## config.mk

```make
export PLATFORM = sky130hd
export DESIGN_NAME = iob_eth_tx_arb
export DESIGN_NICKNAME = d
export VERILOG_FILES = /design/src/rtl/iob_eth_tx_arb.sv
export SDC_FILE = /design/constraint.sdc
export NUM_CORES = 1
export LEC_CHECK = 0
export ABC_AREA = 1
export BUFFER_PORTS_ARGS = -buffer_cell sky130_fd_sc_hd__clkbuf_2
export CORE_AREA = 2 2 106 119
export DETAILED_ROUTE_END_ITERATION = 8
export DIE_AREA = 0 0 108 121
export PLACE_DENSITY = 0.77
export SYNTH_ARGS = -nofsm -noshare
export SYNTH_HDL_FRONTEND = slang
export SYNTH_SLANG_ARGS = --single-unit
export TNS_END_PERCENT = 10
```

## constraint.sdc

```tcl
create_clock -name clk -period 3.1 [get_ports clk]
set_input_delay 0.93 -clock clk [delete_from_list [all_inputs] [get_ports clk]]
set_output_delay 0.93 -clock clk [all_outputs]
set_load 0.005 [all_outputs]
```

## src/rtl/iob_eth_tx_arb.sv

```systemverilog
// Arbitrates two frame requesters onto the Ethernet core register port: poll tx_ready, fill TX buffer, set length, pulse SEND.
// Build option IOB_ETH_TX_ARB_RR_EN selects round-robin arbitration; otherwise requester A has fixed priority.
module iob_eth_tx_arb #(
  parameter int          ADDR_W       = 12,
  parameter [ADDR_W-1:0] STATUS_ADDR  = '0,
  parameter [ADDR_W-1:0] NBYTES_ADDR  = '0,
  parameter [ADDR_W-1:0] SEND_ADDR    = '0,
  parameter [ADDR_W-1:0] DATA_WR_ADDR = '0,
  parameter [15:0]       POLL_TIMEOUT = 16'd1000
) (
  input  logic              clk,
  input  logic              rstn,
  input  logic              a_req,
  input  logic [10:0]       a_nbytes,
  input  logic              a_dvalid,
  input  logic [31:0]       a_wdata,
  output logic              a_dready,
  output logic              a_ack,
  output logic              a_err,
  input  logic              b_req,
  input  logic [10:0]       b_nbytes,
  input  logic              b_dvalid,
  input  logic [31:0]       b_wdata,
  output logic              b_dready,
  output logic              b_ack,
  output logic              b_err,
  output logic              m_valid,
  output logic [ADDR_W-1:0] m_addr,
  output logic [31:0]       m_wdata,
  output logic [3:0]        m_wstrb,
  input  logic [31:0]       m_rdata,
  input  logic              m_ready
);

  typedef enum logic [2:0] {IDLE, POLL, DATA, NBYTES, SEND1, SEND0, DONE} state_t;

  state_t            state_q;
  logic              grant_b_q;
  logic [10:0]       nbytes_q;
  logic [8:0]        idx_q;
  logic [8:0]        last_idx_q;
  logic [15:0]       poll_cnt_q;
  logic              frame_err_q;
  logic              m_valid_q;
  logic [ADDR_W-1:0] m_addr_q;
  logic [31:0]       m_wdata_q;
  logic [3:0]        m_wstrb_q;
  logic              a_ack_q, b_ack_q, a_err_q, b_err_q;

  logic              req_vld;
  logic              pick_b;
  logic [10:0]       sel_nbytes;
  logic [11:0]       words_d;
  logic [15:0]       poll_cnt_d;
  logic              in_data;
  logic              g_dvalid;
  logic [31:0]       g_wdata;
  logic              data_xfer;
  logic              rdata_unused;

  // The requester being acked still shows req high that cycle, so nobody is granted then.
  assign req_vld = (a_req || b_req) && !a_ack_q && !b_ack_q;

`ifdef IOB_ETH_TX_ARB_RR_EN
  logic last_b_q;

  always_ff @(posedge clk) begin
    if (!rstn) begin
      last_b_q <= 1'b1;
    end else if (state_q == IDLE && req_vld) begin
      last_b_q <= pick_b;
    end
  end

  assign pick_b = b_req && (!a_req || !last_b_q);
`else
  assign pick_b = b_req && !a_req;
`endif

  assign sel_nbytes = pick_b ? b_nbytes : a_nbytes;
  assign words_d    = (12'(sel_nbytes) + 12'd3) >> 2;
  assign poll_cnt_d = poll_cnt_q + 16'd1;

  // Data words bypass the output registers so one word per cycle can stream through.
  assign in_data   = (state_q == DATA);
  assign g_dvalid  = grant_b_q ? b_dvalid : a_dvalid;
  assign g_wdata   = grant_b_q ? b_wdata : a_wdata;
  assign data_xfer = in_data && g_dvalid && m_ready;

  assign m_valid  = in_data ? g_dvalid : m_valid_q;
  assign m_addr   = in_data ? (DATA_WR_ADDR + ADDR_W'(idx_q)) : m_addr_q;
  assign m_wdata  = in_data ? g_wdata : m_wdata_q;
  assign m_wstrb  = in_data ? 4'hF : m_wstrb_q;
  assign a_dready = data_xfer && !grant_b_q;
  assign b_dready = data_xfer && grant_b_q;
  assign a_ack    = a_ack_q;
  assign b_ack    = b_ack_q;
  assign a_err    = a_err_q;
  assign b_err    = b_err_q;

  assign rdata_unused = ^m_rdata[31:1];

  always_ff @(posedge clk) begin
    if (!rstn) begin
      state_q     <= IDLE;
      grant_b_q   <= 1'b0;
      nbytes_q    <= '0;
      idx_q       <= '0;
      last_idx_q  <= '0;
      poll_cnt_q  <= '0;
      frame_err_q <= 1'b0;
      m_valid_q   <= 1'b0;
      m_addr_q    <= '0;
      m_wdata_q   <= '0;
      m_wstrb_q   <= '0;
      a_ack_q     <= 1'b0;
      b_ack_q     <= 1'b0;
      a_err_q     <= 1'b0;
      b_err_q     <= 1'b0;
    end else begin
      a_ack_q <= 1'b0;
      b_ack_q <= 1'b0;
      a_err_q <= 1'b0;
      b_err_q <= 1'b0;
      case (state_q)
        IDLE: begin
          if (req_vld) begin
            grant_b_q  <= pick_b;
            nbytes_q   <= sel_nbytes;
            last_idx_q <= 9'(words_d - 12'd1);
            idx_q      <= '0;
            poll_cnt_q <= '0;
            if (sel_nbytes == 11'd0) begin
              frame_err_q <= 1'b1;
              state_q     <= DONE;
            end else begin
              frame_err_q <= 1'b0;
              m_valid_q   <= 1'b1;
              m_addr_q    <= STATUS_ADDR;
              m_wdata_q   <= '0;
              m_wstrb_q   <= 4'h0;
              state_q     <= POLL;
            end
          end
        end
        POLL: begin
          if (m_ready) begin
            if (m_rdata[0]) begin
              m_valid_q <= 1'b0;
              state_q   <= DATA;
            end else if (poll_cnt_d == POLL_TIMEOUT) begin
              m_valid_q   <= 1'b0;
              frame_err_q <= 1'b1;
              state_q     <= DONE;
            end else begin
              poll_cnt_q <= poll_cnt_d;
            end
          end
        end
        DATA: begin
          if (data_xfer) begin
            idx_q <= idx_q + 9'd1;
            if (idx_q == last_idx_q) begin
              m_valid_q <= 1'b1;
              m_addr_q  <= NBYTES_ADDR;
              m_wdata_q <= {21'b0, nbytes_q};
              m_wstrb_q <= 4'hF;
              state_q   <= NBYTES;
            end
          end
        end
        NBYTES: begin
          if (m_ready) begin
            m_addr_q  <= SEND_ADDR;
            m_wdata_q <= 32'd1;
            state_q   <= SEND1;
          end
        end
        SEND1: begin
          if (m_ready) begin
            m_wdata_q <= 32'd0;
            state_q   <= SEND0;
          end
        end
        SEND0: begin
          if (m_ready) begin
            m_valid_q   <= 1'b0;
            m_addr_q    <= '0;
            m_wstrb_q   <= 4'h0;
            frame_err_q <= 1'b0;
            state_q     <= DONE;
          end
        end
        DONE: begin
          a_ack_q <= !grant_b_q;
          b_ack_q <= grant_b_q;
          a_err_q <= !grant_b_q && frame_err_q;
          b_err_q <= grant_b_q && frame_err_q;
          state_q <= IDLE;
        end
        default: state_q <= IDLE;
      endcase
    end
  end

endmodule

```

==> results of run 1 <==
[worst max path at each step]
stage / start / end
2_1_floorplan: b_req / last_idx_q[6]
3_3_place_gp: a_req / m_wdata_q[2]
3_5_place_dp: a_req / m_wdata_q[2]
4_1_cts: state_q[0] / m_wdata[21]
5_1_grt: state_q[0] / m_wdata[21]
6_report: state_q[0] / m_wdata[21]
[stage by stage]
step,setup WS (ns),TNS (ns),util (%)
6_report,0.0752,0,48.8
5_1_grt,-0.0752,-0.186,48.8
4_1_cts,0.0921,0,48.8
3_5_place_dp,0.268,0,46.3
3_3_place_gp,0.292,0,46.3
2_1_floorplan,0.594,0,-
[state kept, by name, indices dropped and copies added, names as in the netlist, 3 cells and up]
| name | count |
|---|---|
| idx_q | 9 |
| last_idx_q | 9 |
| m_wdata_q | 11 |
| nbytes_q | 11 |
| poll_cnt_q | 16 |
| state_q | 3 |
[where the power goes]
group	switching [µW]	internal (µW)
registers	252	1140
logic	1360	820
clock network	408	551
total	2020	2510
[routing by layer]
layer / routed length [µm] / share of wire, % / global-route usage, % / vias to the layer above
li1: - / - / - / 2815
met1: 6200 / 48 / 27.6 / 2359
met5: 0 / 0 / 0 / -
met2: 5740 / 44 / 30.1 / 180
met4: 238 / 1.8 / 8.09 / 0
met3: 825 / 6.3 / 3.38 / 15
[Yosys cell counts (2+ instances only)]
cell        n
o21ai_0    33
nor3_2      2
xor2_1      4
buf_2       4
a31oi_1    13
inv_2       9
a211oi_1    2
clkbuf_1   14
xnor2_1     6
dfxtp_1    67
nor3_1     10
nand3_2     2
nand3_1    62
nor2_1    138
nand2_2     2
a21oi_1    31
ha_1        4
nand4_1     8
o22ai_1     2
nand3b_1    3
nor2_2     13
nand2_1   284
or2_2       3
buf_1       4
inv_1      66
buf_6       2
buf_4      10
[final cells by class]
cell class / count / area share [%]
Multi-Input combinational cell: 634 / 49.4
Timing Repair Buffer: 157 / 14.2
Clock inverter: 7 / 1.02
Tap cell: 154 / 3.34
Clock buffer: 9 / 3.91
Inverter: 76 / 4.95
Sequential cell: 67 / 23.3
[cells by family after synthesis]
| kind of cell | after synthesis | synth area share (%) |
|---|---|---|
| and+or+nand+nor | 530 | 47.3 |
| buffers and inverters | 110 | 10.1 |
| AOI/OAI and AO/OA | 87 | 10.7 |
| DFF | 67 | 28.8 |
| xor gates and xnor gates | 10 | 1.88 |
| adders and majority gates | 4 | 1.08 |
| other | 1 | 0.0807 |
[worst min-delay path: stages, from the launching register on]
cell and delay [ns]:
dfxtp_1 0.33, nand2_1 0.05, o21ai_0 0.05
==> flow_metrics.env, run 1 <==
export IMPL_status="complete, no violations"
export IMPL_hpwlAfterDp_um=9730
export IMPL_crit_buf_inv=3
export IMPL_cp_max_fo=31
export IMPL_yosys_top_cells_area="dfxtp_1, nand2_1, nor2_1, nand3_1, inv_1"
export IMPL_dieHeight_um=121
export IMPL_worstSetupPathDepth=6
export IMPL_avgSynthCellArea_um2=5.75
export IMPL_p_per_area_nw_per_um2=785
export IMPL_hold_path_class="reg2reg"
export IMPL_design_die_area_um2=13100
export IMPL_final_nets=1074
export IMPL_crit_family="buffers and inverters"
export IMPL_reg2reg_from="state_q[1]"
export IMPL_drtIter0Drc=377
export IMPL_netlist_instances=809
export IMPL_ant_nets=0
export IMPL_clk_latency_ns=0.34
export IMPL_cp_end_kind="output pin"
export IMPL_fin_hold_ws_ns=0.459
export IMPL_power_uw=4530
export IMPL_via_per_inst=4.86
export IMPL_cpPeakStageDelay_ns=0.72
export IMPL_crit_type="reg2out"
export IMPL_cts_resized=0
export IMPL_synth_warnings=0
export IMPL_fillers=1278
export IMPL_tightest_slew_ns=0.989
export IMPL_min_path_cells=2
export IMPL_drc=0
export IMPL_grt_max_degree=41
export IMPL_synth_seq_cells=67
export IMPL_max_cap_viol_count=0
export IMPL_r2r_worst_path_cells=13
export IMPL_post_cts_buffers=0
export IMPL_port_buffers=145
export IMPL_final_seq_area_um2=1340
export IMPL_cts_htree_levels=3
export IMPL_slew_viol_final=0
export IMPL_final_cells=1104
export IMPL_finalCriticalPeriod_ns=3.02
export IMPL_clk_path_buf_depth=2
export IMPL_cp_arrival_ns=2.09
export IMPL_async_reset_ff_share_pct=0
export IMPL_yosysUniqueCellTypes=38
export IMPL_grt_setup_unrepaired="yes"
export IMPL_ctsHoldBuffers=0
export IMPL_setup_violations=0
export IMPL_n_antenna_cell=0
export IMPL_multi_input_area_um2=2850
export IMPL_cts_tree="yes"
export IMPL_r2r_end="m_wdata_q[2]"
export IMPL_antenna_found_initial=0
export IMPL_worstHoldStart="nbytes_q[8]"
export IMPL_fin_skew_ns=0.00948
export IMPL_synth_edf_count=0
export IMPL_synth_top_area_share_pct=28.8
export IMPL_cts_clk_slew_worst_paths_ns=0.06
export IMPL_grt_pass1_vias=4589
export IMPL_synth_area_leader_cell="dfxtp_1"
export IMPL_critPathRequiredTime_ns=2.17
export IMPL_layout_common_cells="nand2_1, clkbuf_2, nor2_1"
export IMPL_grt_pass1_wl_um=20800
export IMPL_post_route_period_util_pct=97.6
export IMPL_critPathLaunchType="flop"
export IMPL_cts_root_buf="clkbuf_16"
export IMPL_ios=180
export IMPL_synth_flop_cell="dfxtp_1"
export IMPL_vias=5369
export IMPL_vdd_drop_max_mv=0.334
export IMPL_synth_area_um2=4650
export IMPL_grt_usage_pct=19.8
export IMPL_drt_pass1_iterations=5
export IMPL_r2r_slack_ns=0.43
export IMPL_placed_area_um2=5480
export IMPL_leakagePower_uw=0.00293
export IMPL_layout_drive_gt1_share_pct=21.9
export IMPL_layout_commonest_cell="nand2_1"
export IMPL_cpMaxStageDelayCell="inv_1"
export IMPL_gp_congestion=0.893
export IMPL_min_delay_worst_endpoint="nbytes_q[8]"
export IMPL_relSlewSlack_pct=34.0
export IMPL_area_growth_pct=24.0
export IMPL_crit_path_cell_trace="inv_2 > nand2_1 > nor2_4 > inv_1 > a21oi_1 > clkbuf_2"
export IMPL_stdcell_area_um2=5760
export IMPL_drt_total_wl_um=13000
export IMPL_placementRows=42
export IMPL_clock_sinks=67
export IMPL_final_hold_violation_count=0
export IMPL_dp_cells=1088
export IMPL_start_util_pct=39.3
export IMPL_yosysSeqAreaShare_pct=28.8
export IMPL_die_x_um=108
export IMPL_fmax_ghz=0.331
export IMPL_core_um2=11800
export IMPL_routedWlPerCell_um=11.8
export IMPL_cts_buffers=9
export IMPL_grt_overflow=0
(Power assumes the default switching activity.)
==> inputs of run 2 (changes only) <==
--- a/config.mk
+++ b/config.mk
@@ -7,9 +7,9 @@
 export LEC_CHECK = 0
 export ABC_AREA = 1
 export BUFFER_PORTS_ARGS = -buffer_cell sky130_fd_sc_hd__clkbuf_2
-export CORE_AREA = 2 2 106 119
+export CORE_AREA = 2 2 102 124
 export DETAILED_ROUTE_END_ITERATION = 8
-export DIE_AREA = 0 0 108 121
+export DIE_AREA = 0 0 104 126
 export PLACE_DENSITY = 0.77
 export SYNTH_ARGS = -nofsm -noshare
 export SYNTH_HDL_FRONTEND = slang
==> run 2 against run 1 <==
  * Worst setup slack improved by 0.055 ns
  * Wire length rose by 0.52%
  * First-iteration DRC count fell by 29%
  * Count of clock-buffer cells in the layout rose by 1
  * Register-to-register slack improved by 0.21 ns
  * Combinational power barely moved
  * Flip-flop and latch count did not move
  * Cell count rose by 0.72%
  * Non-clock buffer count rose by 1
  * Clock power rose by 30%
  * Clock skew rose by 0.00076 ns
  * Critical path type unchanged
==> flow_metrics.env, run 2 (synthesis gave the netlist of run 1 again) <==
export IMPL_crit_buf_inv=4
export IMPL_port_buffers=145
export IMPL_cts_root_buf="clkbuf_16"
export IMPL_max_cap_viol_count=0
export IMPL_r2r_slack_ns=0.64
export IMPL_post_route_period_util_pct=95.8
export IMPL_layout_commonest_cell="nand2_1"
export IMPL_clock_sinks=67
export IMPL_cp_max_fo=21
export IMPL_reg2reg_from="state_q[1]"
export IMPL_n_antenna_cell=0
export IMPL_cts_tree="yes"
export IMPL_grt_usage_pct=19.7
export IMPL_grt_max_degree=41
export IMPL_crit_family="buffers and inverters"
export IMPL_critPathRequiredTime_ns=2.17
export IMPL_crit_path_cell_trace="inv_2 > nand2_1 > nor2_4 > inv_1 > buf_4 > nor2_1 > clkbuf_2"
export IMPL_fin_tns_setup_ns=0
export IMPL_drt_pass1_iterations=5
export IMPL_min_delay_worst_endpoint="nbytes_q[0]"
export IMPL_tightest_slew_ns=0.748
export IMPL_grt_setup_unrepaired="no"
export IMPL_r2r_worst_path_cells=13
export IMPL_start_util_pct=39.1
export IMPL_dieHeight_um=126
export IMPL_die_x_um=104
export IMPL_gp_congestion=0.894
export IMPL_status="complete, no violations"
export IMPL_placementRows=44
export IMPL_core_um2=11900
export IMPL_drtIter0Drc=269
export IMPL_routedWlPerCell_um=11.8
export IMPL_cpPeakStageDelay_ns=0.55
export IMPL_vias=5360
export IMPL_p_int_uw=2830
export IMPL_fmax_ghz=0.337
export IMPL_min_path_cells=2
export IMPL_cpMaxStageDelayCell="inv_1"
export IMPL_crit_type="reg2out"
export IMPL_p_per_area_nw_per_um2=825
export IMPL_drt_total_wl_um=13100
export IMPL_hold_path_class="reg2reg"
export IMPL_finalCriticalPeriod_ns=2.97
export IMPL_layout_common_cells="nand2_1, clkbuf_2, nor2_1"
export IMPL_grt_overflow=0
export IMPL_worstHoldStart="nbytes_q[0]"
export IMPL_hpwlAfterDp_um=10100
export IMPL_design_die_area_um2=13100
export IMPL_sw_frac_of_total_pct=41.5
export IMPL_clk_latency_ns=0.33
export IMPL_layout_drive_gt1_share_pct=21.9
export IMPL_fin_skew_ns=0.0102
export IMPL_area_growth_pct=26.2
export IMPL_cts_htree_levels=3
export IMPL_post_cts_buffers=0
export IMPL_power_uw=4840
export IMPL_final_hold_violation_count=0
export IMPL_regMostFlops="poll_cnt_q"
export IMPL_r2r_end="m_wdata_q[2]"
export IMPL_dp_cells=1096
export IMPL_clk_path_buf_depth=2
export IMPL_cts_buffers=9
export IMPL_via_per_inst=4.82
export IMPL_setup_violations=0
export IMPL_power_frac_seq_pct=28.7
export IMPL_top_regs="poll_cnt_q (16), m_wdata_q (11), nbytes_q (11)"
export IMPL_fillers=1267
export IMPL_cts_clk_slew_worst_paths_ns=0.05
export IMPL_final_nets=1075
export IMPL_drc=0
export IMPL_cp_end_kind="output pin"
export IMPL_power_frac_comb_pct=45.4
export IMPL_critPathLaunchType="flop"
export IMPL_grt_pass1_wl_um=21600
export IMPL_slew_viol_final=0
export IMPL_multi_input_area_um2=2850
export IMPL_grt_pass1_vias=4823
export IMPL_clockPowerShare_pct=25.9
export IMPL_ant_nets=0
export IMPL_relSlewSlack_pct=50.1
export IMPL_p_switching_uw=2010
export IMPL_ios=180
export IMPL_antenna_found_initial=0
export IMPL_final_cells=1112
export IMPL_largest_reg_flops=16
export IMPL_final_seq_area_um2=1340
export IMPL_cp_arrival_ns=2.04
export IMPL_leakagePower_uw=0.00298
export IMPL_vdd_drop_max_mv=0.355
-- run 2: worst max-delay path by stage --
stage,start,to,depth (start not counted)
floorplan,b_req,last_idx_q[6],13
global placement,a_req,last_idx_q[8],13
detailed placement,a_req,last_idx_q[8],13
CTS,state_q[0],m_addr[3],7
global route,state_q[0],m_addr[0],7
finish,state_q[0],m_addr[3],7
-- run 2: tightest hold or removal path, stage by stage, from the launching register on --
cell,delay (ns)
dfxtp_1,0.33
nand2_1,0.05
o21ai_0,0.05
-- run 2: power groups by stage --
stage | Combinational (µW) | Clock [µW] | Sequential (µW)
2_1_floorplan | 1660 | 0 | 1330
3_3_place_gp | 2150 | 0 | 1390
3_5_place_dp | 2170 | 0 | 1400
4_1_cts | 2190 | 1270 | 1380
5_1_grt | 2530 | 1300 | 1430
6_report | 2190 | 1250 | 1390
-- run 2: per-layer routing --
layer | part of all wire, % | up-vias | track usage (%) | wire length, µm
met4 | 1.3 | 0 | 6.52 | 176
met5 | 0 | - | 0 | 0
met3 | 4.5 | 16 | 3.05 | 585
met1 | 45 | 2382 | 24.6 | 5850
met2 | 49 | 142 | 34.7 | 6470
li1 | - | 2820 | - | -
-- run 2: what timing repair did --
| action | in CTS | in global routing |
|---|---|---|
| hold buffers | 0 | 0 |
| gates resized for setup | 0 | 1 |
| endpoints found under the setup margin | 0 | 1 |
-- run 2: metrics by stage --
| step | setup slack [ns] | cell area, µm² | hold slack, ns | util [%] |
|---|---|---|---|---|
| floorplan | 0.594 | 4660 | 0.429 | - |
| global placement | 0.307 | 5500 | 0.447 | 46.2 |
| detailed placement | 0.288 | 5500 | 0.453 | 46.2 |
| CTS | 0.142 | 5860 | 0.467 | 49.3 |
| global route | 0.00436 | 5870 | 0.502 | 49.3 |
| finish | 0.131 | 5870 | 0.468 | 49.3 |
-- run 2: final cells by class --
| type | count | share of cell area [%] |
|---|---|---|
| multi-input combinational | 634 | 48.5 |
| sequential | 67 | 22.9 |
| timing repair buffer | 158 | 14.1 |
| inverter | 76 | 4.86 |
| clock buffer | 10 | 3.90 |
| tap | 161 | 3.43 |
| clock inverter | 6 | 2.35 |
==> inputs of run 3 (changes only) <==
--- a/config.mk
+++ b/config.mk
@@ -5,12 +5,11 @@
 export SDC_FILE = /design/constraint.sdc
 export NUM_CORES = 1
 export LEC_CHECK = 0
-export ABC_AREA = 1
 export BUFFER_PORTS_ARGS = -buffer_cell sky130_fd_sc_hd__clkbuf_2
-export CORE_AREA = 2 2 102 124
+export CORE_AREA = 2 2 101 123
 export DETAILED_ROUTE_END_ITERATION = 8
-export DIE_AREA = 0 0 104 126
-export PLACE_DENSITY = 0.77
+export DIE_AREA = 0 0 103 125
+export PLACE_DENSITY = 0.78
 export SYNTH_ARGS = -nofsm -noshare
 export SYNTH_HDL_FRONTEND = slang
 export SYNTH_SLANG_ARGS = --single-unit
==> run 3 against run 2 <==
  * Utilization grew 0.50 points
  * Sequential share of layout area about the same
  * First-iteration DRC count up 3.0%
  * Non-clock buffer count is 23 higher
  * Count of clock-buffer cells in the layout is the same
  * Cell count is 19% lower
  * Wire length about the same
  * Flip-flop and latch count is the same
  * Area after synthesis decreased by 1.3%
  * Die area fell by 1.7%
  * Worst hold slack worse by 0.00078 ns
  * Clock skew rose by 0.0016 ns
  * Largest cell class unchanged
==> flow_metrics.env, run 3 <==
export IMPL_synth_top_area_share_pct=29.2
export IMPL_ctsHoldBuffers=0
export IMPL_area_growth_pct=27.9
export IMPL_drc=0
export IMPL_placementRows=44
export IMPL_drt_total_wl_um=13100
export IMPL_async_reset_ff_share_pct=0
export IMPL_r2r_worst_path_cells=8
export IMPL_layout_drive_gt1_share_pct=31.2
export IMPL_cts_root_buf="clkbuf_16"
export IMPL_cts_clk_slew_worst_paths_ns=0.07
export IMPL_yosys_top_cells_count="nor2_1, dfxtp_1, nand2_1"
export IMPL_regMostFlops="poll_cnt_q"
export IMPL_crit_start="a_dvalid"
export IMPL_antenna_found_initial=0
export IMPL_dieHeight_um=125
export IMPL_cts_tree="yes"
export IMPL_hpwlAfterDp_um=10100
export IMPL_min_path_cells=2
export IMPL_avgSynthCellArea_um2=7.78
export IMPL_slew_viol_final=0
export IMPL_r2r_slack_ns=0.41
export IMPL_final_seq_area_um2=1340
export IMPL_start_util_pct=39.0
export IMPL_die_x_um=103
export IMPL_wl_met3_um=706
export IMPL_fillers=1203
export IMPL_cp_end_kind="output pin"
export IMPL_crit_type="in2out"
export IMPL_vias=4787
export IMPL_grt_pass1_vias=4495
export IMPL_yosysUniqueCellTypes=66
export IMPL_core_um2=11800
export IMPL_fin_skew_ns=0.0118
export IMPL_cts_buffers=9
export IMPL_cp_arrival_ns=2.01
export IMPL_dr_max_layer_used="met4"
export IMPL_layout_common_cells="clkbuf_2, nor2_1, dfxtp_1"
export IMPL_tightest_slew_ns=0.770
export IMPL_hold_path_class="reg2reg"
export IMPL_worstHoldStart="nbytes_q[6]"
export IMPL_layout_commonest_cell="clkbuf_2"
export IMPL_p_per_area_nw_per_um2=618
export IMPL_post_cts_buffers=0
export IMPL_grt_pass1_wl_um=21500
export IMPL_synth_warnings=0
export IMPL_netlist_instances=590
export IMPL_synth_flop_cell="dfxtp_1"
export IMPL_final_cells=901
export IMPL_final_nets=864
export IMPL_grt_usage_pct=20.7
export IMPL_largest_reg_flops=16
export IMPL_cts_resized=0
export IMPL_post_route_period_util_pct=94.7
export IMPL_via_per_inst=5.31
export IMPL_clk_latency_ns=0.34
export IMPL_fmax_ghz=0.341
export IMPL_reg2reg_from="poll_cnt_q[0]"
export IMPL_routedWlPerCell_um=14.5
export IMPL_placed_area_um2=5560
export IMPL_synth_area_leader_cell="dfxtp_1"
export IMPL_grt_setup_unrepaired="no"
export IMPL_fin_tns_setup_ns=0
export IMPL_clk_path_buf_depth=2
export IMPL_dr_wl_met2_um=6550
export IMPL_r2r_end="poll_cnt_q[6]"
export IMPL_relSlewSlack_pct=48.5
export IMPL_synth_area_um2=4590
export IMPL_vdd_drop_max_mv=0.384
export IMPL_final_hold_violation_count=0
export IMPL_ios=180
export IMPL_leakagePower_uw=0.00243
export IMPL_synth_seq_cells=67
export IMPL_port_buffers=145
export IMPL_synth_edf_count=0
export IMPL_grt_max_degree=48
export IMPL_min_delay_worst_endpoint="m_wdata_q[6]"
export IMPL_clock_sinks=67
export IMPL_drt_pass1_iterations=4
export IMPL_yosys_top_cells_area="dfxtp_1, mux2i_1, nor2_1, nand3_1, nand2_1"
export IMPL_max_cap_viol_count=0
export IMPL_grt_overflow=0
export IMPL_finalCriticalPeriod_ns=2.94
export IMPL_n_antenna_cell=0
export IMPL_setup_violations=0
export IMPL_multi_input_area_um2=2980
export IMPL_gp_congestion=0.954
export IMPL_cp_max_fo=6
export IMPL_yosysSeqAreaShare_pct=29.2
export IMPL_status="complete, no violations"
export IMPL_design_die_area_um2=12900
export IMPL_stdcell_area_um2=5870
export IMPL_drtIter0Drc=277
export IMPL_ant_nets=0
export IMPL_critPathRequiredTime_ns=2.17
export IMPL_yosysMostFrequentCell="nor2_1"
export IMPL_critPathLaunchType="input pin"
export IMPL_top_regs="poll_cnt_q (16), m_wdata_q (11), nbytes_q (11)"
export IMPL_wl_met1_um=5430
export IMPL_cts_htree_levels=3
export IMPL_dp_cells=885
[run 3: how the worst max path moves through the flow]
stage | endpoint | slack (ns)
floorplan | last_idx_q[8] | 0.01
global placement | last_idx_q[8] | -0.05
detailed placement | last_idx_q[8] | -0.06
CTS | b_dready | 0.16
global route | last_idx_q[8] | 0.07
finish | b_dready | 0.16
[run 3: kinds of logic (layout without fill, tap and decap cells)]
kind of cell | count (synthesis) | after routing | synth area share, %
buffers and inverters | 60 | 208 | 6.79
DFF | 67 | 67 | 29.2
AOI/OAI and AO/OA | 124 | 124 | 18.7
adders and majority gates | 4 | 4 | 1.09
other | 1 | 3 | 0.0817
and+or+nand+nor | 258 | 258 | 28.2
muxes | 47 | 47 | 10.4
xor gates and xnor gates | 29 | 29 | 5.53
[run 3: stage by stage]
step	util [%]	total power [µW]	hold slack, ns	worst slack, ns
after floorplan	-	2200	0.428	0.0142
after global placement	47.2	2570	0.454	-0.0477
after detailed placement	47.2	2590	0.464	-0.0581
after CTS	49.8	3640	0.469	0.163
after global routing	49.8	3870	0.478	0.0709
final	49.8	3630	0.467	0.165
[run 3: metal layers]
layer  up-vias  global-route usage [%]
li1       2414                       -
met4         0                    8.36
met1      2197                    25.7
met5         -                       0
met3        31                    4.14
met2       145                    34.4
[run 3: layout make-up]
cell class | instances | share of cell area (%)
clock buffers | 10 | 4.07
clock inverters | 6 | 1.24
inverters | 11 | 0.703
flip-flops and latches | 67 | 22.9
well taps | 161 | 3.43
multi-input cells | 465 | 50.7
repair buffers | 181 | 17.0
[run 3: report_power, final]
group | switching (µW) | internal (µW)
clock | 395 | 651
sequential | 98.0 | 1020
combinational | 901 | 569
total | 1390 | 2240
[run 3: critical path: stages]
cell and delay [ns]:
clkbuf_2 0.10, mux2i_1 0.09, or3_1 0.50, inv_1 0.11, and2_1 0.15, clkbuf_2 0.12
